$ cat config.mk
export PLATFORM = sky130hd
export DESIGN_NAME = acc_job_sequencer_flat
export DESIGN_NICKNAME = d
export VERILOG_FILES = /design/src/rtl/acc_seq_pkg.sv /design/src/rtl/acc_job_sequencer_if.sv /design/src/rtl/acc_step_counter.sv /design/src/rtl/acc_job_sequencer.sv /design/src/flat_wrapper.sv
export SDC_FILE = /design/constraint.sdc
export NUM_CORES = 1
export LEC_CHECK = 0
export ABC_AREA = 1
export BUFFER_PORTS_ARGS = -buffer_cell sky130_fd_sc_hd__buf_2
export CORE_AREA = 2 2 351 353
export CTS_CLUSTER_DIAMETER = 150
export CTS_CLUSTER_SIZE = 12
export DETAILED_ROUTE_END_ITERATION = 8
export DIE_AREA = 0 0 353 355
export GPL_TIMING_DRIVEN = 0
export PLACE_DENSITY_LB_ADDON = 0.1
export SLEW_MARGIN = 40
export SYNTH_ARGS = -nofsm -noshare
export SYNTH_HDL_FRONTEND = slang
export SYNTH_SLANG_ARGS = --single-unit
$ cat constraint.sdc
create_clock -name clk -period 3.5 [get_ports clk]
set_clock_uncertainty 0.15 [all_clocks]
set_input_delay 0.7 -clock clk [delete_from_list [all_inputs] [get_ports clk]]
set_output_delay 0.7 -clock clk [all_outputs]
set_load 0.01 [all_outputs]
$ cat src/rtl/acc_seq_pkg.sv
// acc_seq_pkg: shared types and constants for the accelerator job sequencer.
//   state_t       - sequencer FSM states (WRITE_ABORT only with ACC_ABORT_EN)
//   ST_*          - bit positions inside the ACB status/command word
//   STATUS_*      - status words written back to the ACB
//   is_job_state  - states in which a running job may be aborted
// Optional feature macro: ACC_ABORT_EN
package acc_seq_pkg;

  typedef enum logic [3:0] {
    S_IDLE,
    S_WRITE_BUSY,
    S_RESET_H,
    S_READ_BLK,
    S_UPD1,
    S_HASH,
    S_UPD2,
    S_NEXT,
    S_DBL_INIT,
    S_WRITE_H,
    S_WRITE_DONE
`ifdef ACC_ABORT_EN
    , S_WRITE_ABORT
`endif
  } state_t;

  localparam int ST_VALID     = 0;
  localparam int ST_DONE      = 1;
  localparam int ST_BUSY      = 2;
  localparam int ST_ABORT_REQ = 3;
  localparam int ST_ABORTED   = 4;
  localparam int ST_DBL       = 5;

  localparam logic [31:0] STATUS_BUSY    = (32'h1 << ST_VALID) | (32'h1 << ST_BUSY);
  localparam logic [31:0] STATUS_DONE    = (32'h1 << ST_DONE);
  localparam logic [31:0] STATUS_ABORTED = (32'h1 << ST_DONE) | (32'h1 << ST_ABORTED);

  // RESET_H .. DBL_INIT: the hashing part of a job, after the busy write
  // has landed and before the digest write-back has started.
  function automatic logic is_job_state(state_t s);
    case (s)
      S_RESET_H, S_READ_BLK, S_UPD1, S_HASH,
      S_UPD2, S_NEXT, S_DBL_INIT: return 1'b1;
      default:                    return 1'b0;
    endcase
  endfunction

endpackage

$ cat src/rtl/acc_job_sequencer_if.sv
// acc_job_sequencer_if: memory-side bus of the job sequencer.
//   mem_listen_*   - snooped CPU writes (command word at the ACB)
//   mem_acc_read_* - block read request, read_data_valid is the arbiter grant
//   mem_acc_write_*- write request, write_done is the arbiter completion
// Modports: master = sequencer, slave = memory/arbiter side.
interface acc_job_sequencer_if #(
  parameter int MEM_LISTEN_ADDR_SIZE    = 16,
  parameter int MEM_LISTEN_DATA_SIZE    = 32,
  parameter int MEM_ACC_READ_ADDR_SIZE  = 16,
  parameter int MEM_ACC_READ_DATA_SIZE  = 512,
  parameter int MEM_ACC_WRITE_ADDR_SIZE = 16,
  parameter int MEM_ACC_WRITE_DATA_SIZE = 32
);
  logic                               mem_listen_en;
  logic [MEM_LISTEN_ADDR_SIZE-1:0]    mem_listen_addr;
  logic [MEM_LISTEN_DATA_SIZE-1:0]    mem_listen_data;
  logic                               mem_acc_read_en;
  logic [MEM_ACC_READ_ADDR_SIZE-1:0]  mem_acc_read_addr;
  logic [MEM_ACC_READ_DATA_SIZE-1:0]  mem_acc_read_data;
  logic                               mem_acc_read_data_valid;
  logic                               mem_acc_write_en;
  logic [MEM_ACC_WRITE_ADDR_SIZE-1:0] mem_acc_write_addr;
  logic [MEM_ACC_WRITE_DATA_SIZE-1:0] mem_acc_write_data;
  logic                               mem_acc_write_done;

  modport master (
    input  mem_listen_en, mem_listen_addr, mem_listen_data,
    output mem_acc_read_en, mem_acc_read_addr,
    input  mem_acc_read_data, mem_acc_read_data_valid,
    output mem_acc_write_en, mem_acc_write_addr, mem_acc_write_data,
    input  mem_acc_write_done
  );

  modport slave (
    output mem_listen_en, mem_listen_addr, mem_listen_data,
    input  mem_acc_read_en, mem_acc_read_addr,
    output mem_acc_read_data, mem_acc_read_data_valid,
    input  mem_acc_write_en, mem_acc_write_addr, mem_acc_write_data,
    output mem_acc_write_done
  );
endinterface

$ cat src/rtl/acc_step_counter.sv
// acc_step_counter: up-counter with synchronous clear and increment enable.
//   clk, rst_n - clock, synchronous active-low reset
//   clr        - clear to zero (wins over inc)
//   inc        - advance by one
//   cnt        - current value
module acc_step_counter #(
  parameter int WIDTH = 4
) (
  input  logic             clk,
  input  logic             rst_n,
  input  logic             clr,
  input  logic             inc,
  output logic [WIDTH-1:0] cnt
);
  always_ff @(posedge clk) begin
    if (!rst_n)   cnt <= '0;
    else if (clr) cnt <= '0;
    else if (inc) cnt <= cnt + WIDTH'(1);
  end
endmodule

$ cat src/rtl/acc_job_sequencer.sv
// acc_job_sequencer: control FSM for a chained multi-block hashing job.
//   clk, rst_n        - clock, synchronous active-low reset
//   bus (master)      - CPU listen port, block read port, status/digest write port
//   cm_out            - 256-bit digest from the compressor
//   ms_init/ms_enable - message scheduler control
//   cm_*              - compressor control and current round
//   msg_sel           - pass index (block number, NUM_BLOCKS for the 2nd hash)
//   should_save_hash  - latch intermediate digest
//   hash_done         - one-cycle pulse when the final status write completes
// Optional feature macro: ACC_ABORT_EN (CPU abort with data[3], status 0x12).
module acc_job_sequencer
  import acc_seq_pkg::*;
#(
  parameter int          MEM_LISTEN_ADDR_SIZE    = 16,
  parameter int          MEM_LISTEN_DATA_SIZE    = 32,
  parameter int          MEM_ACC_READ_ADDR_SIZE  = 16,
  parameter int          MEM_ACC_READ_DATA_SIZE  = 512,
  parameter int          MEM_ACC_WRITE_ADDR_SIZE = 16,
  parameter int          MEM_ACC_WRITE_DATA_SIZE = 32,
  parameter logic [15:0] HCB_MSG_ADDR            = 16'h1008,
  parameter logic [15:0] READ_STRIDE             = 16'h0040,
  parameter logic [15:0] ACB_START_ADDR          = 16'h5000,
  parameter logic [15:0] ACB_H0_ADDR             = 16'h5008,
  parameter logic [15:0] WRITE_ADDR_STRIDE       = 16'h0004,
  parameter int          NUM_BLOCKS              = 2,
  parameter int          HASH_CYCLE_COUNT        = 64
) (
  input  logic                              clk,
  input  logic                              rst_n,
  acc_job_sequencer_if.master               bus,
  input  logic [255:0]                      cm_out,
  output logic                              ms_init,
  output logic                              ms_enable,
  output logic                              cm_is_hashing,
  output logic                              cm_update_A_H,
  output logic                              cm_update_H0_7,
  output logic                              cm_rst_hash_n,
  output logic [$clog2(HASH_CYCLE_COUNT):0] cm_cycle_count,
  output logic [2:0]                        msg_sel,
  output logic                              should_save_hash,
  output logic                              hash_done
);

  localparam int CW    = $clog2(HASH_CYCLE_COUNT) + 1;
  localparam int WD    = MEM_ACC_WRITE_DATA_SIZE;
  localparam int WORDS = 256 / WD;
  localparam int WIW   = (WORDS > 1) ? $clog2(WORDS) : 1;

  typedef logic [MEM_LISTEN_ADDR_SIZE-1:0]    laddr_t;
  typedef logic [MEM_ACC_READ_ADDR_SIZE-1:0]  raddr_t;
  typedef logic [MEM_ACC_WRITE_ADDR_SIZE-1:0] waddr_t;
  typedef logic [WD-1:0]                      wdata_t;

  localparam logic [CW-1:0]  RND_END  = CW'(HASH_CYCLE_COUNT);
  localparam logic [2:0]     LAST_BLK = 3'(NUM_BLOCKS - 1);
  localparam logic [WIW-1:0] LAST_WRD = WIW'(WORDS - 1);

  state_t state, nxt;
  logic   dbl_mode;

  logic [CW-1:0]  rnd;
  logic [2:0]     blk;
  logic [WIW-1:0] wrd;
  logic rnd_inc, rnd_clr, blk_inc, blk_clr, wrd_inc, wrd_clr;

  logic [WORDS-1:0][WD-1:0] digest_words;
  assign digest_words = cm_out;

  // Command word decode; only acted on in the states that allow it.
  logic cmd_hit, start_hit;
  assign cmd_hit   = bus.mem_listen_en && (bus.mem_listen_addr == laddr_t'(ACB_START_ADDR));
  assign start_hit = cmd_hit && bus.mem_listen_data[ST_VALID];
`ifdef ACC_ABORT_EN
  logic abort_hit;
  assign abort_hit = cmd_hit && bus.mem_listen_data[ST_ABORT_REQ] && is_job_state(state);
`endif

  acc_step_counter #(.WIDTH(CW)) u_rnd_cnt (
    .clk(clk), .rst_n(rst_n), .clr(rnd_clr), .inc(rnd_inc), .cnt(rnd)
  );
  acc_step_counter #(.WIDTH(3)) u_blk_cnt (
    .clk(clk), .rst_n(rst_n), .clr(blk_clr), .inc(blk_inc), .cnt(blk)
  );
  acc_step_counter #(.WIDTH(WIW)) u_wrd_cnt (
    .clk(clk), .rst_n(rst_n), .clr(wrd_clr), .inc(wrd_inc), .cnt(wrd)
  );

  always_ff @(posedge clk) begin
    if (!rst_n) begin
      state    <= S_IDLE;
      dbl_mode <= 1'b0;
    end else begin
      state <= nxt;
      if (state == S_IDLE && start_hit) dbl_mode <= bus.mem_listen_data[ST_DBL];
    end
  end

  assign cm_cycle_count = rnd;
  assign msg_sel        = blk;

  always_comb begin
    nxt                    = state;
    bus.mem_acc_read_en    = 1'b0;
    bus.mem_acc_read_addr  = '0;
    bus.mem_acc_write_en   = 1'b0;
    bus.mem_acc_write_addr = '0;
    bus.mem_acc_write_data = '0;
    ms_init                = 1'b0;
    ms_enable              = 1'b0;
    cm_is_hashing          = 1'b0;
    cm_update_A_H          = 1'b0;
    cm_update_H0_7         = 1'b0;
    cm_rst_hash_n          = 1'b1;
    should_save_hash       = 1'b0;
    hash_done              = 1'b0;
    rnd_inc = 1'b0; rnd_clr = 1'b0;
    blk_inc = 1'b0; blk_clr = 1'b0;
    wrd_inc = 1'b0; wrd_clr = 1'b0;

    case (state)
      S_IDLE: begin
        rnd_clr = 1'b1; blk_clr = 1'b1; wrd_clr = 1'b1;
        if (start_hit) nxt = S_WRITE_BUSY;
      end
      S_WRITE_BUSY: begin
        bus.mem_acc_write_en   = 1'b1;
        bus.mem_acc_write_addr = waddr_t'(ACB_START_ADDR);
        bus.mem_acc_write_data = wdata_t'(STATUS_BUSY);
        if (bus.mem_acc_write_done) nxt = S_RESET_H;
      end
      S_RESET_H: begin
        cm_rst_hash_n = 1'b0;
        nxt           = S_READ_BLK;
      end
      S_READ_BLK: begin
        bus.mem_acc_read_en   = 1'b1;
        bus.mem_acc_read_addr = raddr_t'(HCB_MSG_ADDR) + raddr_t'(blk) * raddr_t'(READ_STRIDE);
        if (bus.mem_acc_read_data_valid) nxt = S_UPD1;
      end
      S_UPD1: begin
        cm_update_A_H = 1'b1;
        ms_init       = 1'b1;
        nxt           = S_HASH;
      end
      S_HASH: begin
        // Rounds 0..N-1 run with enables; the count==N cycle is a quiet
        // turnaround, giving 66 cycles UPD1->UPD2 for N=64.
        if (rnd == RND_END) begin
          rnd_clr = 1'b1;
          nxt     = S_UPD2;
        end else begin
          cm_is_hashing = 1'b1;
          ms_enable     = 1'b1;
          rnd_inc       = 1'b1;
        end
      end
      S_UPD2: begin
        cm_update_H0_7 = 1'b1;
        nxt            = S_NEXT;
      end
      S_NEXT: begin
        should_save_hash = 1'b1;
        if (blk < LAST_BLK) begin
          blk_inc = 1'b1;
          nxt     = S_READ_BLK;
        end else if (dbl_mode && blk == LAST_BLK) begin
          // blk == NUM_BLOCKS marks the double-hash pass and also
          // records that it has been done.
          blk_inc = 1'b1;
          nxt     = S_DBL_INIT;
        end else begin
          blk_clr = 1'b1;
          nxt     = S_WRITE_H;
        end
      end
      S_DBL_INIT: begin
        cm_rst_hash_n = 1'b0;
        nxt           = S_UPD1;
      end
      S_WRITE_H: begin
        bus.mem_acc_write_en   = 1'b1;
        bus.mem_acc_write_addr = waddr_t'(ACB_H0_ADDR) + waddr_t'(wrd) * waddr_t'(WRITE_ADDR_STRIDE);
        bus.mem_acc_write_data = digest_words[wrd];
        if (bus.mem_acc_write_done) begin
          if (wrd == LAST_WRD) begin
            wrd_clr = 1'b1;
            nxt     = S_WRITE_DONE;
          end else begin
            wrd_inc = 1'b1;
          end
        end
      end
      S_WRITE_DONE: begin
        bus.mem_acc_write_en   = 1'b1;
        bus.mem_acc_write_addr = waddr_t'(ACB_START_ADDR);
        bus.mem_acc_write_data = wdata_t'(STATUS_DONE);
        if (bus.mem_acc_write_done) begin
          hash_done = 1'b1;
          nxt       = S_IDLE;
        end
      end
`ifdef ACC_ABORT_EN
      S_WRITE_ABORT: begin
        rnd_clr = 1'b1; blk_clr = 1'b1; wrd_clr = 1'b1;
        bus.mem_acc_write_en   = 1'b1;
        bus.mem_acc_write_addr = waddr_t'(ACB_START_ADDR);
        bus.mem_acc_write_data = wdata_t'(STATUS_ABORTED);
        if (bus.mem_acc_write_done) nxt = S_IDLE;
      end
`endif
      default: nxt = S_IDLE;
    endcase

`ifdef ACC_ABORT_EN
    // Abort overrides whatever transition the state computed this cycle;
    // counters are cleared now so the abort state shows round 0.
    if (abort_hit) begin
      nxt     = S_WRITE_ABORT;
      rnd_inc = 1'b0; blk_inc = 1'b0;
      rnd_clr = 1'b1; blk_clr = 1'b1; wrd_clr = 1'b1;
    end
`endif
  end

endmodule

$ cat src/flat_wrapper.sv
// flat-port wrapper written by rule: the top's interface ports become plain ports
module acc_job_sequencer_flat import acc_seq_pkg::*;
#(
  parameter int          MEM_LISTEN_ADDR_SIZE    = 16,
  parameter int          MEM_LISTEN_DATA_SIZE    = 32,
  parameter int          MEM_ACC_READ_ADDR_SIZE  = 16,
  parameter int          MEM_ACC_READ_DATA_SIZE  = 512,
  parameter int          MEM_ACC_WRITE_ADDR_SIZE = 16,
  parameter int          MEM_ACC_WRITE_DATA_SIZE = 32,
  parameter logic [15:0] HCB_MSG_ADDR            = 16'h1008,
  parameter logic [15:0] READ_STRIDE             = 16'h0040,
  parameter logic [15:0] ACB_START_ADDR          = 16'h5000,
  parameter logic [15:0] ACB_H0_ADDR             = 16'h5008,
  parameter logic [15:0] WRITE_ADDR_STRIDE       = 16'h0004,
  parameter int          NUM_BLOCKS              = 2,
  parameter int          HASH_CYCLE_COUNT        = 64
)
  (clk, rst_n, cm_out, ms_init, ms_enable, cm_is_hashing, cm_update_A_H, cm_update_H0_7, cm_rst_hash_n, cm_cycle_count, msg_sel, should_save_hash, hash_done, bus_mem_listen_en, bus_mem_listen_addr, bus_mem_listen_data, bus_mem_acc_read_en, bus_mem_acc_read_addr, bus_mem_acc_read_data, bus_mem_acc_read_data_valid, bus_mem_acc_write_en, bus_mem_acc_write_addr, bus_mem_acc_write_data, bus_mem_acc_write_done);
  acc_job_sequencer_if #(.MEM_LISTEN_ADDR_SIZE(MEM_LISTEN_ADDR_SIZE), .MEM_LISTEN_DATA_SIZE(MEM_LISTEN_DATA_SIZE), .MEM_ACC_READ_ADDR_SIZE(MEM_ACC_READ_ADDR_SIZE), .MEM_ACC_READ_DATA_SIZE(MEM_ACC_READ_DATA_SIZE), .MEM_ACC_WRITE_ADDR_SIZE(MEM_ACC_WRITE_ADDR_SIZE), .MEM_ACC_WRITE_DATA_SIZE(MEM_ACC_WRITE_DATA_SIZE)) bus_i ();
  input  logic clk;
  input  logic rst_n;
  input  logic [255:0] cm_out;
  output logic ms_init;
  output logic ms_enable;
  output logic cm_is_hashing;
  output logic cm_update_A_H;
  output logic cm_update_H0_7;
  output logic cm_rst_hash_n;
  output logic [$clog2(HASH_CYCLE_COUNT):0] cm_cycle_count;
  output logic [2:0] msg_sel;
  output logic should_save_hash;
  output logic hash_done;
  input wire logic [$bits(bus_i.mem_listen_en)-1:0] bus_mem_listen_en;
  input wire logic [$bits(bus_i.mem_listen_addr)-1:0] bus_mem_listen_addr;
  input wire logic [$bits(bus_i.mem_listen_data)-1:0] bus_mem_listen_data;
  output wire logic [$bits(bus_i.mem_acc_read_en)-1:0] bus_mem_acc_read_en;
  output wire logic [$bits(bus_i.mem_acc_read_addr)-1:0] bus_mem_acc_read_addr;
  input wire logic [$bits(bus_i.mem_acc_read_data)-1:0] bus_mem_acc_read_data;
  input wire logic [$bits(bus_i.mem_acc_read_data_valid)-1:0] bus_mem_acc_read_data_valid;
  output wire logic [$bits(bus_i.mem_acc_write_en)-1:0] bus_mem_acc_write_en;
  output wire logic [$bits(bus_i.mem_acc_write_addr)-1:0] bus_mem_acc_write_addr;
  output wire logic [$bits(bus_i.mem_acc_write_data)-1:0] bus_mem_acc_write_data;
  input wire logic [$bits(bus_i.mem_acc_write_done)-1:0] bus_mem_acc_write_done;
  assign bus_i.mem_listen_en = bus_mem_listen_en;
  assign bus_i.mem_listen_addr = bus_mem_listen_addr;
  assign bus_i.mem_listen_data = bus_mem_listen_data;
  assign bus_mem_acc_read_en = bus_i.mem_acc_read_en;
  assign bus_mem_acc_read_addr = bus_i.mem_acc_read_addr;
  assign bus_i.mem_acc_read_data = bus_mem_acc_read_data;
  assign bus_i.mem_acc_read_data_valid = bus_mem_acc_read_data_valid;
  assign bus_mem_acc_write_en = bus_i.mem_acc_write_en;
  assign bus_mem_acc_write_addr = bus_i.mem_acc_write_addr;
  assign bus_mem_acc_write_data = bus_i.mem_acc_write_data;
  assign bus_i.mem_acc_write_done = bus_mem_acc_write_done;
  acc_job_sequencer #(.MEM_LISTEN_ADDR_SIZE(MEM_LISTEN_ADDR_SIZE), .MEM_LISTEN_DATA_SIZE(MEM_LISTEN_DATA_SIZE), .MEM_ACC_READ_ADDR_SIZE(MEM_ACC_READ_ADDR_SIZE), .MEM_ACC_READ_DATA_SIZE(MEM_ACC_READ_DATA_SIZE), .MEM_ACC_WRITE_ADDR_SIZE(MEM_ACC_WRITE_ADDR_SIZE), .MEM_ACC_WRITE_DATA_SIZE(MEM_ACC_WRITE_DATA_SIZE), .HCB_MSG_ADDR(HCB_MSG_ADDR), .READ_STRIDE(READ_STRIDE), .ACB_START_ADDR(ACB_START_ADDR), .ACB_H0_ADDR(ACB_H0_ADDR), .WRITE_ADDR_STRIDE(WRITE_ADDR_STRIDE), .NUM_BLOCKS(NUM_BLOCKS), .HASH_CYCLE_COUNT(HASH_CYCLE_COUNT)) u_core (.clk(clk), .rst_n(rst_n), .bus(bus_i), .cm_out(cm_out), .ms_init(ms_init), .ms_enable(ms_enable), .cm_is_hashing(cm_is_hashing), .cm_update_A_H(cm_update_A_H), .cm_update_H0_7(cm_update_H0_7), .cm_rst_hash_n(cm_rst_hash_n), .cm_cycle_count(cm_cycle_count), .msg_sel(msg_sel), .should_save_hash(should_save_hash), .hash_done(hash_done));
endmodule
==> results of run 1 <==
-- cells in the mapped netlist, drive strengths merged (2+ instances only) --
master / instances
dfxtp: 18
a211oi: 4
buf: 47
o21bai: 2
a21oi: 11
nand3: 16
o221ai: 4
clkbuf: 32
inv: 34
o22ai: 60
nand4: 2
nand2: 42
ha: 7
o21ai: 165
nor2: 234
xnor2: 2
-- per-layer routing --
layer | vias up | GRT usage | part of all wire
met5 | - | 0 | 0.0021
met4 | 18 | 0.008255 | 0.0083
met3 | 41 | 0.02646 | 0.084
met2 | 326 | 0.1357 | 0.48
met1 | 2927 | 0.09397 | 0.42
li1 | 3033 | - | -
-- logic make-up after synthesis --
kind of cell	synth area share
fa+ha+maj	0.02396
simple gates	0.3413
xor+xnor	0.007191
flops	0.09860
other cells	0.001026
buf+inv	0.1568
compound gates	0.3711
-- cell type report --
| class | instances | area, um2 |
|---|---|---|
| Fill cell | 14710 | 113700 |
| Multi-Input combinational cell | 576 | 2861 |
| Tap cell | 1625 | 2033 |
| Timing Repair Buffer | 341 | 1707 |
| Buffer | 78 | 526.8 |
| Sequential cell | 18 | 361.6 |
| Inverter | 35 | 131.4 |
| Clock buffer | 4 | 88.84 |
| Antenna cell | 7 | 17.52 |
-- report_power, final --
group,internal [uW],switching (uW)
Sequential,228,33.0
Combinational,423,764
Clock,175,101
-- critical path, stage by stage, from the launching register on --
cell	delay [ps]
dfxtp_2	380
buf_4	180
inv_2	190
buf_8	230
buf_2	320
nor2_1	80
o22ai_1	210
nor2_1	70
nor2_1	250
buf_2	250
-- per-stage QoR --
stage | setup TNS, ps | utilization | area, um2
finish | 0 | 0.06365 | 7727
global route | 0 | 0.06359 | 7720
CTS | 0 | 0.06353 | 7712
detailed placement | -1671 | 0.06169 | 7488
global placement | -9319 | 0.06153 | 7470
floorplan | 0 | - | 3730
-- sequential cells by signal, indices dropped and copies added (netlist names) --
| name | flops |
|---|---|
| u_core.dbl_mode | 1 |
| u_core.state | 4 |
| u_core.u_blk_cnt.cnt | 3 |
| u_core.u_rnd_cnt.cnt | 7 |
| u_core.u_wrd_cnt.cnt | 3 |
-- worst min path at each step --
stage                                       start                      end  slack (ps)  cells past startpoint
after floorplan                   u_core.dbl_mode          u_core.dbl_mode         330                      2
after global placement    u_core.u_rnd_cnt.cnt[4]  u_core.u_rnd_cnt.cnt[4]         350                      2
after detailed placement  u_core.u_rnd_cnt.cnt[4]  u_core.u_rnd_cnt.cnt[4]         360                      2
after CTS                 u_core.u_rnd_cnt.cnt[4]  u_core.u_rnd_cnt.cnt[4]         370                      2
after global routing      u_core.u_rnd_cnt.cnt[4]  u_core.u_rnd_cnt.cnt[4]         410                      2
final                     u_core.u_rnd_cnt.cnt[4]  u_core.u_rnd_cnt.cnt[4]         350                      2
-- repair_timing --
action / 4_1_cts / 5_1_grt
buffers inserted: 0 / 0
pin swaps: 2 / 0
setup endpoints to repair: 30 / 5
gates resized for setup: 41 / 4
==> results.sh, run 1 <==
export IMPL_cts_sinks=18
export IMPL_die_area_mm2=0.1253
export IMPL_yosysWarnings=0
export IMPL_grt_max_degree=11
export IMPL_layoutNonFillerInstCount=2684
export IMPL_synth_area_mm2=0.003655
export IMPL_synth_yosys_seq_area_share=0.09860
export IMPL_critPathLaunch="u_core.u_wrd_cnt.cnt[0]"
export IMPL_tritoncts="done"
export IMPL_hold_class="reg2reg"
export IMPL_cts_hold_buf=0
export IMPL_cts_path_max_buffers=2
export IMPL_ys_types=35
export IMPL_clk_pin_slew_ps=70
export IMPL_fp_dieW_um=353
export IMPL_synthToLayoutAreaGrowth_pct=111.4
export IMPL_start_util=0.03011
export IMPL_synth_top_area_share=0.2331
export IMPL_num_io_pins=905
export IMPL_rsz0062_at_grt="no"
export IMPL_drive_above_1_share=0.4316
export IMPL_fmax_mhz=304.0
export IMPL_routed_wl_um=50980
export IMPL_post_place_cells=2674
export IMPL_dpl_hpwl_um=45450
export IMPL_cp_data_arrival_time_ps=2440
export IMPL_synth_flop_cell="dfxtp_1"
export IMPL_ys_ff_latch=18
export IMPL_powerDensity_mw_per_mm2=223.1
export IMPL_pre_cts_slack_ps=-263.2
export IMPL_fin_crit_ps=3290
export IMPL_ant_nets=0
export IMPL_leakage_uw=0.003205
export IMPL_slew_headroom=0.5405
export IMPL_tightestPinTransition_ps=689.2
export IMPL_crit_fanout=10
export IMPL_synth_cells=688
export IMPL_final_cell_mix="buf_2, nor2_1, o21ai_0"
export IMPL_row_count=128
export IMPL_holdWs_ps=353.2
export IMPL_routedWlPerCell_um=18.99
export IMPL_drtPass1Iterations=7
export IMPL_gr_total_overflow=0
export IMPL_drcViolationCount=0
export IMPL_antenna_found_initial=28
export IMPL_synth_area_leaders="nor2_1, o21ai_0, o22ai_1, dfxtp_1, buf_4"
export IMPL_cp_end_kind="output pin"
export IMPL_endpoint="bus_mem_acc_write_data[22]"
export IMPL_cts_root_buf="clkbuf_16"
export IMPL_rrSetupSlack_ps=1590
export IMPL_outcome="finished, final reports clean"
export IMPL_drt_iter0_markers=302
export IMPL_hold_viol_final=0
export IMPL_post_route_period_util=0.9399
export IMPL_startpoint_type="flip-flop"
export IMPL_htreeDepth=1
export IMPL_setup_ws_ps=210.3
export IMPL_irDropWorstVdd_mv=0.1366
export IMPL_layout_commonest_cell="buf_2"
export IMPL_die_y_um=355
export IMPL_fin_nets=1881
export IMPL_max_cap_violations=0
export IMPL_synth_largest_area_cell="nor2_1"
export IMPL_clock_latency_ps=260
export IMPL_rr_endpoint="u_core.state[3]"
export IMPL_core_area_mm2=0.1214
export IMPL_grt_pass1_wl_um=64830
export IMPL_worstSetupPathType="reg2out"
export IMPL_synth_edf_count=0
export IMPL_reg2reg_depth=11
export IMPL_grt_pass1_vias=6834
export IMPL_fin_total_pwr_uw=1724
export IMPL_cts_buffers=3
export IMPL_drt_vias_per_instance=2.364
export IMPL_syn_avg_cell_area_um2=5.312
export IMPL_reg2reg_from="u_core.u_rnd_cnt.cnt[0]"
export IMPL_finalWeightedCongestion=0.7665
export IMPL_setup_viol=0
export IMPL_grt_use_total=0.07748
export IMPL_critPathRequiredTime_ps=2650
export IMPL_synth_async_reset_ratio=0
export IMPL_port_buffers=341
export IMPL_route_vias_total=6345
export IMPL_slew_violations=0
No activity file was read; power rests on OpenSTA's default activity.
==> run 2: changes to the inputs <==
- BUFFER_PORTS_ARGS: -buffer_cell sky130_fd_sc_hd__buf_2 -> -buffer_cell sky130_fd_sc_hd__clkbuf_2
==> run 2 against run 1 <==
Compared with the run above:
- via count grew 0.19%
- utilization about the same
- routed wire length is essentially flat
- die area unchanged
- combinational power about the same
- power rose by 0.22%
- final area about the same
- first-iteration DRC count rose by 18%
- fmax decreased by 3.4%
- flip-flop and latch count unchanged
- register-to-register slack worse by 30 ps
- critical path depth fell by 2
- critical endpoint is now bus_mem_acc_write_data[3]
==> results.sh, run 2 (synthesized netlist as in run 1, its figures left out) <==
export IMPL_outcome="finished, final reports clean"
export IMPL_largest_reg_flops=7
export IMPL_startpoint_type="flip-flop"
export IMPL_port_buffers=341
export IMPL_grt_pass1_wl_um=65050
export IMPL_start_util=0.03011
export IMPL_fin_nets=1883
export IMPL_routed_wl_um=50990
export IMPL_critical_path_max_stage_delay_ps=480
export IMPL_met3_usage=0.03364
export IMPL_finalWeightedCongestion=0.7646
export IMPL_synthToLayoutAreaGrowth_pct=111.6
export IMPL_rsz0062_at_grt="no"
export IMPL_crit_fanout=10
export IMPL_crit_slowest_cell="o21ai_1"
export IMPL_tightestPinTransition_ps=784.5
export IMPL_die_area_mm2=0.1253
export IMPL_grt_max_degree=11
export IMPL_cts_sinks=18
export IMPL_fp_dieW_um=353
export IMPL_setup_viol=0
export IMPL_drcViolationCount=0
export IMPL_final_cell_mix="clkbuf_2, nor2_1, o21ai_0"
export IMPL_cts_buffers=3
export IMPL_num_io_pins=905
export IMPL_core_area_mm2=0.1214
export IMPL_cts_path_max_buffers=2
export IMPL_grt_util_met1=0.09007
export IMPL_drt_iter0_markers=356
export IMPL_ant_nets=0
export IMPL_critPathRequiredTime_ps=2650
export IMPL_cp_end_kind="output pin"
export IMPL_critPathTopFamily="buffers and inverters"
export IMPL_cts_hold_buf=0
export IMPL_irDropWorstVdd_mv=0.1245
export IMPL_slew_violations=0
export IMPL_antenna_found_initial=19
export IMPL_clk_pin_slew_ps=60
export IMPL_gr_total_overflow=0
export IMPL_seq_area_um2=361.6
export IMPL_cts_root_buf="clkbuf_16"
export IMPL_drtPass1Iterations=6
export IMPL_hold_viol_final=0
export IMPL_dpl_hpwl_um=45550
export IMPL_holdWs_ps=349.4
export IMPL_path_cells="clkbuf_1 -> buf_4 -> clkinvlp_4 -> clkbuf_2 -> o21ai_1 -> nor2_1 -> clkbuf_2"
export IMPL_top_regs="u_core.u_rnd_cnt.cnt: 7 flops, u_core.state: 4 flops"
export IMPL_cp_common_cell="clkbuf_2"
export IMPL_drt_vias_per_instance=2.369
export IMPL_fillers=14740
export IMPL_routedWlPerCell_um=19.00
export IMPL_worstSetupPathType="reg2out"
export IMPL_fmax_mhz=293.7
export IMPL_slew_headroom=0.4770
export IMPL_leakage_uw=0.003210
export IMPL_top_usage_layer="met2"
export IMPL_post_cts_buffers=0
export IMPL_hold_class="reg2reg"
export IMPL_clock_latency_ps=260
export IMPL_htreeDepth=1
export IMPL_tns_ps=0
export IMPL_drive_above_1_share=0.4307
export IMPL_tritoncts="done"
export IMPL_grt_use_total=0.07766
export IMPL_post_route_period_util=0.9727
export IMPL_worst_path_buf_inv=5
export IMPL_setup_ws_ps=95.41
export IMPL_fin_crit_ps=3405
export IMPL_multi_input_area_mm2=0.002869
export IMPL_max_cap_violations=0
export IMPL_grt_pass1_vias=6892
export IMPL_row_count=128
export IMPL_die_y_um=355
export IMPL_layout_commonest_cell="clkbuf_2"
export IMPL_powerDensity_mw_per_mm2=223.4
export IMPL_pre_cts_slack_ps=-136.3
export IMPL_regMostFlops="u_core.u_rnd_cnt.cnt"
export IMPL_cp_data_arrival_time_ps=2550
export IMPL_route_vias_total=6357
export IMPL_globalRouteMet2Util=0.1347
## run 2: cell types whose count changed in the layout (fill, tap and decap cells not counted), sizes merged
cell      delta
inv          -1
buf        -339
clkbuf     +341
diode        -3
clkinvlp     +1
## run 2: power by group
part | switching, uW | internal, uW | total (uW) | leakage, uW
clock network | 98.3 | 175 | 273 | 0.0000442
logic | 770 | 423 | 1190 | 0.00302
registers | 33.3 | 228 | 262 | 0.000146
total | 901 | 826 | 1730 | 0.00321
## run 2: timing repair
item	in CTS	in global routing
setup endpoints to repair	25	8
pin swaps	1	0
resized for setup	40	5
## run 2: through the flow
stage / utilization / instance area [um2] / instances / total power [uW]
4_1_cts: 0.06358 / 7719 / 2679 / 1788
3_3_place_gp: 0.06153 / 7470 / 2674 / 1490
2_1_floorplan: - / 3730 / 708 / 868.9
6_report: 0.06371 / 7734 / 2683 / 1728
3_5_place_dp: 0.06175 / 7496 / 2675 / 1483
5_1_grt: 0.06364 / 7726 / 2680 / 1896
## run 2: tightest hold or removal path: cells and delay by family (launching register included)
family,cells,cell delay [ps]
compound gates,1,50
flops,1,340
buf+inv,1,60
## run 2: path summary, 6_finish.rpt
path	endpoint	cells after the start	startpoint	slack, ps
worst max-delay path	bus_mem_acc_write_data[3]	7	u_core.u_wrd_cnt.cnt[2]	100
worst min-delay path	u_core.u_rnd_cnt.cnt[4]	2	u_core.u_rnd_cnt.cnt[4]	350
worst max register to register	u_core.u_wrd_cnt.cnt[2]	5	u_core.u_wrd_cnt.cnt[2]	1560
worst min register to register	u_core.u_rnd_cnt.cnt[4]	2	u_core.u_rnd_cnt.cnt[4]	350
## run 2: cell type report
type / count / area share
flip-flops and latches: 18 / 0.04676
plain buffers: 79 / 0.06746
repair buffers: 342 / 0.2216
multi-input cells: 576 / 0.3710
diodes: 4 / 0.001294
well taps: 1625 / 0.2629
inverters: 35 / 0.01747
clock buffers: 4 / 0.01149
## run 2: metal layers
metal  share of wire  wire length, um
met2            0.48            24390
met1            0.40            20290
met3            0.11             5674
met4           0.012              618
met5         0.00035               18
